### src/rtl/othello_task_feeder_if.sv
// Host board stream, solver pipeline drive/return and result stream of the task feeder.
// master = feeder side, slave = host/pipeline side.
interface othello_task_feeder_if #(
  parameter int TAG_W = 8
);
  logic                    in_valid;
  logic                    in_ready;
  logic [63:0]             in_player;
  logic [63:0]             in_opponent;
  logic [TAG_W-1:0]        in_tag;

  logic                    pl_enable;
  logic [63:0]             pl_player;
  logic [63:0]             pl_opponent;
  logic                    pl_solved;
  logic signed [7:0]       pl_res;
  logic [63:0]             pl_oplayer;
  logic [63:0]             pl_oopponent;

  logic                    out_valid;
  logic                    out_ready;
  logic [TAG_W-1:0]        out_tag;
  logic signed [7:0]       out_score;
  logic [63:0]             out_player;
  logic [63:0]             out_opponent;

  modport master (
    input  in_valid, in_player, in_opponent, in_tag,
    input  pl_solved, pl_res, pl_oplayer, pl_oopponent,
    input  out_ready,
    output in_ready, pl_enable, pl_player, pl_opponent,
    output out_valid, out_tag, out_score, out_player, out_opponent
  );

  modport slave (
    output in_valid, in_player, in_opponent, in_tag,
    output pl_solved, pl_res, pl_oplayer, pl_oopponent,
    output out_ready,
    input  in_ready, pl_enable, pl_player, pl_opponent,
    input  out_valid, out_tag, out_score, out_player, out_opponent
  );
endinterface

### src/rtl/othello_task_feeder.sv
// Feeds tagged boards into the interleaved endgame solver and collects the
// per-thread results into a credit-limited result FIFO.
//
//  state | meaning
//  IDLE  | pipeline disabled, waiting for iRun
//  PRIME | one load per cycle, THREADS cycles, fills every thread
//  RUN   | reload the thread that just solved
//  DRAIN | reload with fillers only until no real board is outstanding
module othello_task_feeder #(
  parameter int THREADS   = 7,
  parameter int TAG_W     = 8,
  parameter int RES_DEPTH = 8
) (
  input  logic                   iCLOCK,
  input  logic                   iRESET,
  input  logic                   iRun,
  othello_task_feeder_if.master  bus,
  output logic                   busy
);
  localparam int PTR_W   = (THREADS > 1) ? $clog2(THREADS) : 1;
  localparam int OUT_W   = $clog2(THREADS + 1);
  localparam int CNT_W   = $clog2(RES_DEPTH + 1);
  localparam int AW      = (RES_DEPTH > 1) ? $clog2(RES_DEPTH) : 1;
  localparam int ENTRY_W = TAG_W + 8 + 128;
  localparam logic [63:0] FILL_PLAYER = 64'hFFFF_FFFF_FFFF_FFFF;

  typedef enum logic [1:0] {IDLE, PRIME, RUN, DRAIN} state_t;

  state_t             state;
  logic               pl_enable_q;
  logic               busy_q;
  logic [PTR_W-1:0]   ptr;
  logic [PTR_W-1:0]   prime_cnt;
  logic [THREADS-1:0] slot_valid;
  logic [TAG_W-1:0]   slot_tag [THREADS];
  logic [OUT_W-1:0]   outstanding;

  logic [ENTRY_W-1:0] fifo_mem [RES_DEPTH];
  logic [AW-1:0]      rd_ptr;
  logic [AW-1:0]      wr_ptr;
  logic [CNT_W-1:0]   fifo_count;

  logic               load;
  logic               take;
  logic               real_solve;
  logic               pop;
  logic               credit_ok;
  logic [CNT_W:0]     credit_sum;

  assign load = (state == PRIME) ||
                (((state == RUN) || (state == DRAIN)) && bus.pl_solved);

  // Results already parked in the FIFO still hold a credit until the host takes them.
  assign credit_sum = (CNT_W+1)'(outstanding) + (CNT_W+1)'(fifo_count);
  assign credit_ok  = credit_sum < (CNT_W+1)'(RES_DEPTH);

  assign take       = load && (state != DRAIN) && bus.in_valid && credit_ok;
  assign real_solve = bus.pl_solved && slot_valid[ptr] && (state != IDLE);
  assign pop        = bus.out_valid && bus.out_ready;

  assign bus.in_ready    = take;
  assign bus.pl_player   = take ? bus.in_player   : FILL_PLAYER;
  assign bus.pl_opponent = take ? bus.in_opponent : 64'h0;
  assign bus.pl_enable   = pl_enable_q;
  assign busy            = busy_q;

  assign bus.out_valid = (fifo_count != '0);
  assign {bus.out_tag, bus.out_score, bus.out_player, bus.out_opponent} = fifo_mem[rd_ptr];

  always_ff @(posedge iCLOCK) begin
    if (iRESET) begin
      state       <= IDLE;
      pl_enable_q <= 1'b0;
      busy_q      <= 1'b0;
      ptr         <= '0;
      prime_cnt   <= '0;
    end else begin
      if (pl_enable_q)
        ptr <= (ptr == PTR_W'(THREADS - 1)) ? '0 : ptr + 1'b1;
      case (state)
        IDLE: begin
          if (iRun) begin
            state       <= PRIME;
            prime_cnt   <= PTR_W'(THREADS - 1);
            pl_enable_q <= 1'b1;
            busy_q      <= 1'b1;
          end
        end
        PRIME: begin
          if (prime_cnt == '0)
            state <= RUN;
          else
            prime_cnt <= prime_cnt - 1'b1;
        end
        RUN: begin
          if (!iRun)
            state <= DRAIN;
        end
        DRAIN: begin
          if (outstanding == '0) begin
            state       <= IDLE;
            pl_enable_q <= 1'b0;
            busy_q      <= 1'b0;
            ptr         <= '0;
          end
        end
        default: state <= IDLE;
      endcase
    end
  end

  always_ff @(posedge iCLOCK) begin
    if (iRESET) begin
      slot_valid  <= '0;
      outstanding <= '0;
      fifo_count  <= '0;
      rd_ptr      <= '0;
      wr_ptr      <= '0;
    end else begin
      if (load)
        slot_valid[ptr] <= take;
      case ({take, real_solve})
        2'b10:   outstanding <= outstanding + 1'b1;
        2'b01:   outstanding <= outstanding - 1'b1;
        default: ;
      endcase
      if (real_solve)
        wr_ptr <= (wr_ptr == AW'(RES_DEPTH - 1)) ? '0 : wr_ptr + 1'b1;
      if (pop)
        rd_ptr <= (rd_ptr == AW'(RES_DEPTH - 1)) ? '0 : rd_ptr + 1'b1;
      case ({real_solve, pop})
        2'b10:   fifo_count <= fifo_count + 1'b1;
        2'b01:   fifo_count <= fifo_count - 1'b1;
        default: ;
      endcase
    end
  end

  // Tag is read for the push before the same slot is reloaded this cycle.
  always_ff @(posedge iCLOCK) begin
    if (take)
      slot_tag[ptr] <= bus.in_tag;
    if (real_solve && !iRESET)
      fifo_mem[wr_ptr] <= {slot_tag[ptr], bus.pl_res, bus.pl_oplayer, bus.pl_oopponent};
  end
endmodule

### src/flat_wrapper.sv
// flat-port wrapper written by rule: the top's interface ports become plain ports
module othello_task_feeder_flat 
#(
  parameter int THREADS   = 7,
  parameter int TAG_W     = 8,
  parameter int RES_DEPTH = 8
)
  (iCLOCK, iRESET, iRun, busy, bus_in_valid, bus_in_player, bus_in_opponent, bus_in_tag, bus_pl_solved, bus_pl_res, bus_pl_oplayer, bus_pl_oopponent, bus_out_ready, bus_in_ready, bus_pl_enable, bus_pl_player, bus_pl_opponent, bus_out_valid, bus_out_tag, bus_out_score, bus_out_player, bus_out_opponent);
  othello_task_feeder_if #(.TAG_W(TAG_W)) bus_i ();
  input  logic iCLOCK;
  input  logic iRESET;
  input  logic iRun;
  output logic busy;
  input wire logic [$bits(bus_i.in_valid)-1:0] bus_in_valid;
  input wire logic [$bits(bus_i.in_player)-1:0] bus_in_player;
  input wire logic [$bits(bus_i.in_opponent)-1:0] bus_in_opponent;
  input wire logic [$bits(bus_i.in_tag)-1:0] bus_in_tag;
  input wire logic [$bits(bus_i.pl_solved)-1:0] bus_pl_solved;
  input wire logic [$bits(bus_i.pl_res)-1:0] bus_pl_res;
  input wire logic [$bits(bus_i.pl_oplayer)-1:0] bus_pl_oplayer;
  input wire logic [$bits(bus_i.pl_oopponent)-1:0] bus_pl_oopponent;
  input wire logic [$bits(bus_i.out_ready)-1:0] bus_out_ready;
  output wire logic [$bits(bus_i.in_ready)-1:0] bus_in_ready;
  output wire logic [$bits(bus_i.pl_enable)-1:0] bus_pl_enable;
  output wire logic [$bits(bus_i.pl_player)-1:0] bus_pl_player;
  output wire logic [$bits(bus_i.pl_opponent)-1:0] bus_pl_opponent;
  output wire logic [$bits(bus_i.out_valid)-1:0] bus_out_valid;
  output wire logic [$bits(bus_i.out_tag)-1:0] bus_out_tag;
  output wire logic [$bits(bus_i.out_score)-1:0] bus_out_score;
  output wire logic [$bits(bus_i.out_player)-1:0] bus_out_player;
  output wire logic [$bits(bus_i.out_opponent)-1:0] bus_out_opponent;
  assign bus_i.in_valid = bus_in_valid;
  assign bus_i.in_player = bus_in_player;
  assign bus_i.in_opponent = bus_in_opponent;
  assign bus_i.in_tag = bus_in_tag;
  assign bus_i.pl_solved = bus_pl_solved;
  assign bus_i.pl_res = bus_pl_res;
  assign bus_i.pl_oplayer = bus_pl_oplayer;
  assign bus_i.pl_oopponent = bus_pl_oopponent;
  assign bus_i.out_ready = bus_out_ready;
  assign bus_in_ready = bus_i.in_ready;
  assign bus_pl_enable = bus_i.pl_enable;
  assign bus_pl_player = bus_i.pl_player;
  assign bus_pl_opponent = bus_i.pl_opponent;
  assign bus_out_valid = bus_i.out_valid;
  assign bus_out_tag = bus_i.out_tag;
  assign bus_out_score = bus_i.out_score;
  assign bus_out_player = bus_i.out_player;
  assign bus_out_opponent = bus_i.out_opponent;
  othello_task_feeder #(.THREADS(THREADS), .TAG_W(TAG_W), .RES_DEPTH(RES_DEPTH)) u_core (.iCLOCK(iCLOCK), .iRESET(iRESET), .iRun(iRun), .bus(bus_i), .busy(busy));
endmodule
### config.mk
export PLATFORM = sky130hd
export DESIGN_NAME = othello_task_feeder_flat
export DESIGN_NICKNAME = d
export VERILOG_FILES = /design/src/rtl/othello_task_feeder_if.sv /design/src/rtl/othello_task_feeder.sv /design/src/flat_wrapper.sv
export SDC_FILE = /design/constraint.sdc
export NUM_CORES = 1
export LEC_CHECK = 0
export ABC_CLOCK_PERIOD_IN_PS = 14740
export BUFFER_PORTS_ARGS = -buffer_cell sky130_fd_sc_hd__buf_2
export CAP_MARGIN = 20
export CORE_MARGIN = 3
export CORE_UTILIZATION = 53
export DETAILED_ROUTE_END_ITERATION = 6
export PLACE_DENSITY = 0.76
export SLEW_MARGIN = 20
export SYNTH_ARGS = -nofsm -noshare
export SYNTH_HDL_FRONTEND = slang
export SYNTH_SLANG_ARGS = --single-unit
### constraint.sdc
create_clock -name iCLOCK -period 14.74 [get_ports iCLOCK]
set_input_delay 0.737 -clock iCLOCK [delete_from_list [all_inputs] [get_ports iCLOCK]]
set_output_delay 0.737 -clock iCLOCK [all_outputs]
set_load 0.03 [all_outputs]
==> results.md <==
* Outcome: completed
* Worst-Skew Late Latency at 0.67 ns
* CORE AREA at 0.0891 sq mm
* Post-Place Cell Area at 0.0521 sq mm
* Iter 0 DRT Violations at 1,997
* Die ar. at 0.0942 sq mm
* Count of cell types in the netlist at 53
* Syn avg cell area at 22.4 sq um
* Ports at 554
* Most common cell in the netlist: edfxtp_1
* CP bufs+invs at 4
* Critical path type: flip-flop to output pin
* Vias per cell at 5.84
* Clk buf depth at 3
* Final instance area at 0.0560 sq mm
* Largest net degree at the start of global routing at 157
* Largest area contributor in the netlist: edfxtp_1
* Detailed Route WL at 116 mm
* Final Max Tran Viols at 0
* Highest Clock Rate at 180 MHz
* Seq/Total Area, Yosys at 0.769
* Data required time at the worst endpoint at 14.00 ns
* Hold Buf Count CTS at 0
* Clock skew at 0.0191 ns
* Std-Cell Rows at 109
* Cts bufs inserted at 114
* DRC viols at 0
* Clock root buffer master: clkbuf_16
* Hold slack at 0.313 ns
* IO Port Bufs at 553
* Cell mode on critical path: buf_4
* Vias in the first global route at 24,700
* #FFs+latches synth at 1,240
* Fin nets at 3,031
* Final min period at 5.55 ns
* Clock transition at the registers of the reported paths at 0.06 ns
* Top FF cell, synth: edfxtp_1
* Final Hold Fails at 0
* CTS tree: built
* Die Width at 307 um
* Synthesized instance count at 2,141
* Leading post-synthesis cells by cell area: edfxtp_1 76%, mux4_2 14%, mux2_2 3.6%, dfxtp_1 1.3%, nand2b_1 0.94%
* MaxCap Viol Count at 0
* Initial Util at 0.539
* Slowest-stage cell, CP: buf_4
* Synth top cells by count: 1,208 x edfxtp_1, 292 x mux4_2, 154 x mux2_2, 72 x nand2b_1, 65 x and2_1
* HPWL Detailed at 71.0 mm
* Die height at 307 um
* Rel. slew slack at 0.275
* Power after layout at 7.71 mW
* Peak supply drop at 0.110 mV
* Wire per inst at 28.9 um
* Overflow left after global routing at 0
* Share of cells above drive strength 1 at 0.435
* Flip-flop and latch area at 0.0369 sq mm
* Synthesized area at 0.0480 sq mm
* GP Congestion at 1.01
* Initial antenna violation count at 37
* Critical Path End Type: output pin
* Worst stage delay on the critical path at 0.79 ns
* Area fraction of the dominant cell type after synthesis at 0.756
* Crit-path max FO at 53
* Synthesis warning total at 0
* Worst slew pin tran at 1.09 ns
* Clock sink count at 1,240
* Setup_tns at 0 ns
* Setup WS post-layout at 9.19 ns
* Worst Path Arrival at 4.81 ns
* # resized after CTS at 0
* Setup violators final at 0
* Crit share post-route at 0.376
* PD cells at 138 mW/mm^2
* Crit-path leading delay family: buffers and inverters
* Post-synth EDFFs at 1,208
* Setup Buffers After CTS at 0
* Via count at 23,400
* Fillcell total at 5,873
* Critical path startpoint category: flip-flop
* Post-Syn Nets at 2,436
* Antenna viol nets, final at 0
* Multi-input gate area at 0.0105 sq mm
* Post-synth ARST share at 0
* Place WS at 9.42 ns
* Critical-path cell list: buf_4 -> buf_6 -> buf_4 -> mux4_2 -> mux2_2 -> buf_2
* P_leak at 18.2 nW
* First-pass GRT wire length at 168 mm
* TritonRoute pass-1 iters at 5
* CTS HTree Levels at 3
* GR Util All Layers at 0.246
* Worst Hold Class: primary input to flip-flop
* Area Growth Syn to Fin at 16.7%
* RSZ-0062 raised after global routing: false
## metrics by stage
step / cells / utilization
finish: 4009 / 0.629
global route: 4003 / 0.629
CTS: 3992 / 0.628
detailed placement: 3783 / 0.585
global placement: 3783 / 0.585
floorplan: 2141 / -
## flip-flops by register name, summed over array words and instances, names as in the netlist, named ones only
| register | count |
|---|---|
| u_core.ptr | 3 |
| u_core.fifo_mem | 1152 |
| u_core.rd_ptr | 3 |
| u_core.state | 2 |
| u_core.wr_ptr | 3 |
| u_core.slot_tag | 56 |
| u_core.outstanding | 3 |
| u_core.prime_cnt | 3 |
| u_core.slot_valid | 7 |
| u_core.bus.pl_enable | 1 |
| u_core.fifo_count | 4 |
## logic make-up after synthesis
logic type | synth area share
flops | 0.769
mux | 0.177
simple gates | 0.0270
buf+inv | 0.0124
compound gates | 0.00889
fa+ha+maj | 0.00459
xor+xnor | 0.000912
## layout make-up
type,instances,area share
diodes,15,0.000670
clock buffers,131,0.0521
clock inverters,78,0.0163
inverters,20,0.00143
multi-input cells,772,0.188
flip-flops and latches,1240,0.659
well taps,1165,0.0260
repair buffers,588,0.0560
## layer usage
| metal | track usage | up-vias | wire length [um] |
|---|---|---|---|
| met5 | 0 | - | 84 |
| met4 | 0.103 | 14 | 4790 |
| met3 | 0.0644 | 205 | 8600 |
| met2 | 0.437 | 931 | 62000 |
| met1 | 0.284 | 12200 | 40300 |
| li1 | - | 10100 | - |
## cell usage in the layout, fill, tap and decap left out, types with 27 or more instances in the layout
cell / n
edfxtp_1: 1208
and2_1: 65
clkbuf_16: 114
nor2_1: 27
buf_2: 553
mux2_2: 154
dfxtp_1: 29
buf_4: 27
nand2b_1: 72
mux4_2: 292
## report_power, final
| group | switching, mW | leakage, nW | internal (mW) |
|---|---|---|---|
| clock network | 1.24 | 1.86 | 1.74 |
| registers | 0.0268 | 11.1 | 3.92 |
| logic | 0.521 | 5.26 | 0.262 |
## worst register-to-register path, delay by kind of cell (launching register included)
kind | cells | cell delay (ns)
AND/OR/NAND/NOR | 1 | 0.32
flip-flops | 1 | 0.85
buffers and inverters | 3 | 2.09
AO/OA/AOI/OAI | 2 | 0.75
## path summary, 6_finish.rpt
check | startpoint | end | slack, ns | depth (start not counted)
hold reg to reg | u_core.slot_valid[2]$_SDFFE_PP0P_ | u_core.slot_valid[2]$_SDFFE_PP0P_ | 0.48 | 2
setup reg to reg | u_core.ptr[2]$_SDFF_PP0_ | u_core.fifo_mem[3][105]$_DFFE_PP_ | 10.26 | 6
hold / removal | bus_pl_oopponent[50] | u_core.fifo_mem[0][50]$_DFFE_PP_ | 0.31 | 1
setup / recovery | flip-flop | bus_out_player[20] | 9.19 | 6
No activity file was read; power rests on OpenSTA's default activity.
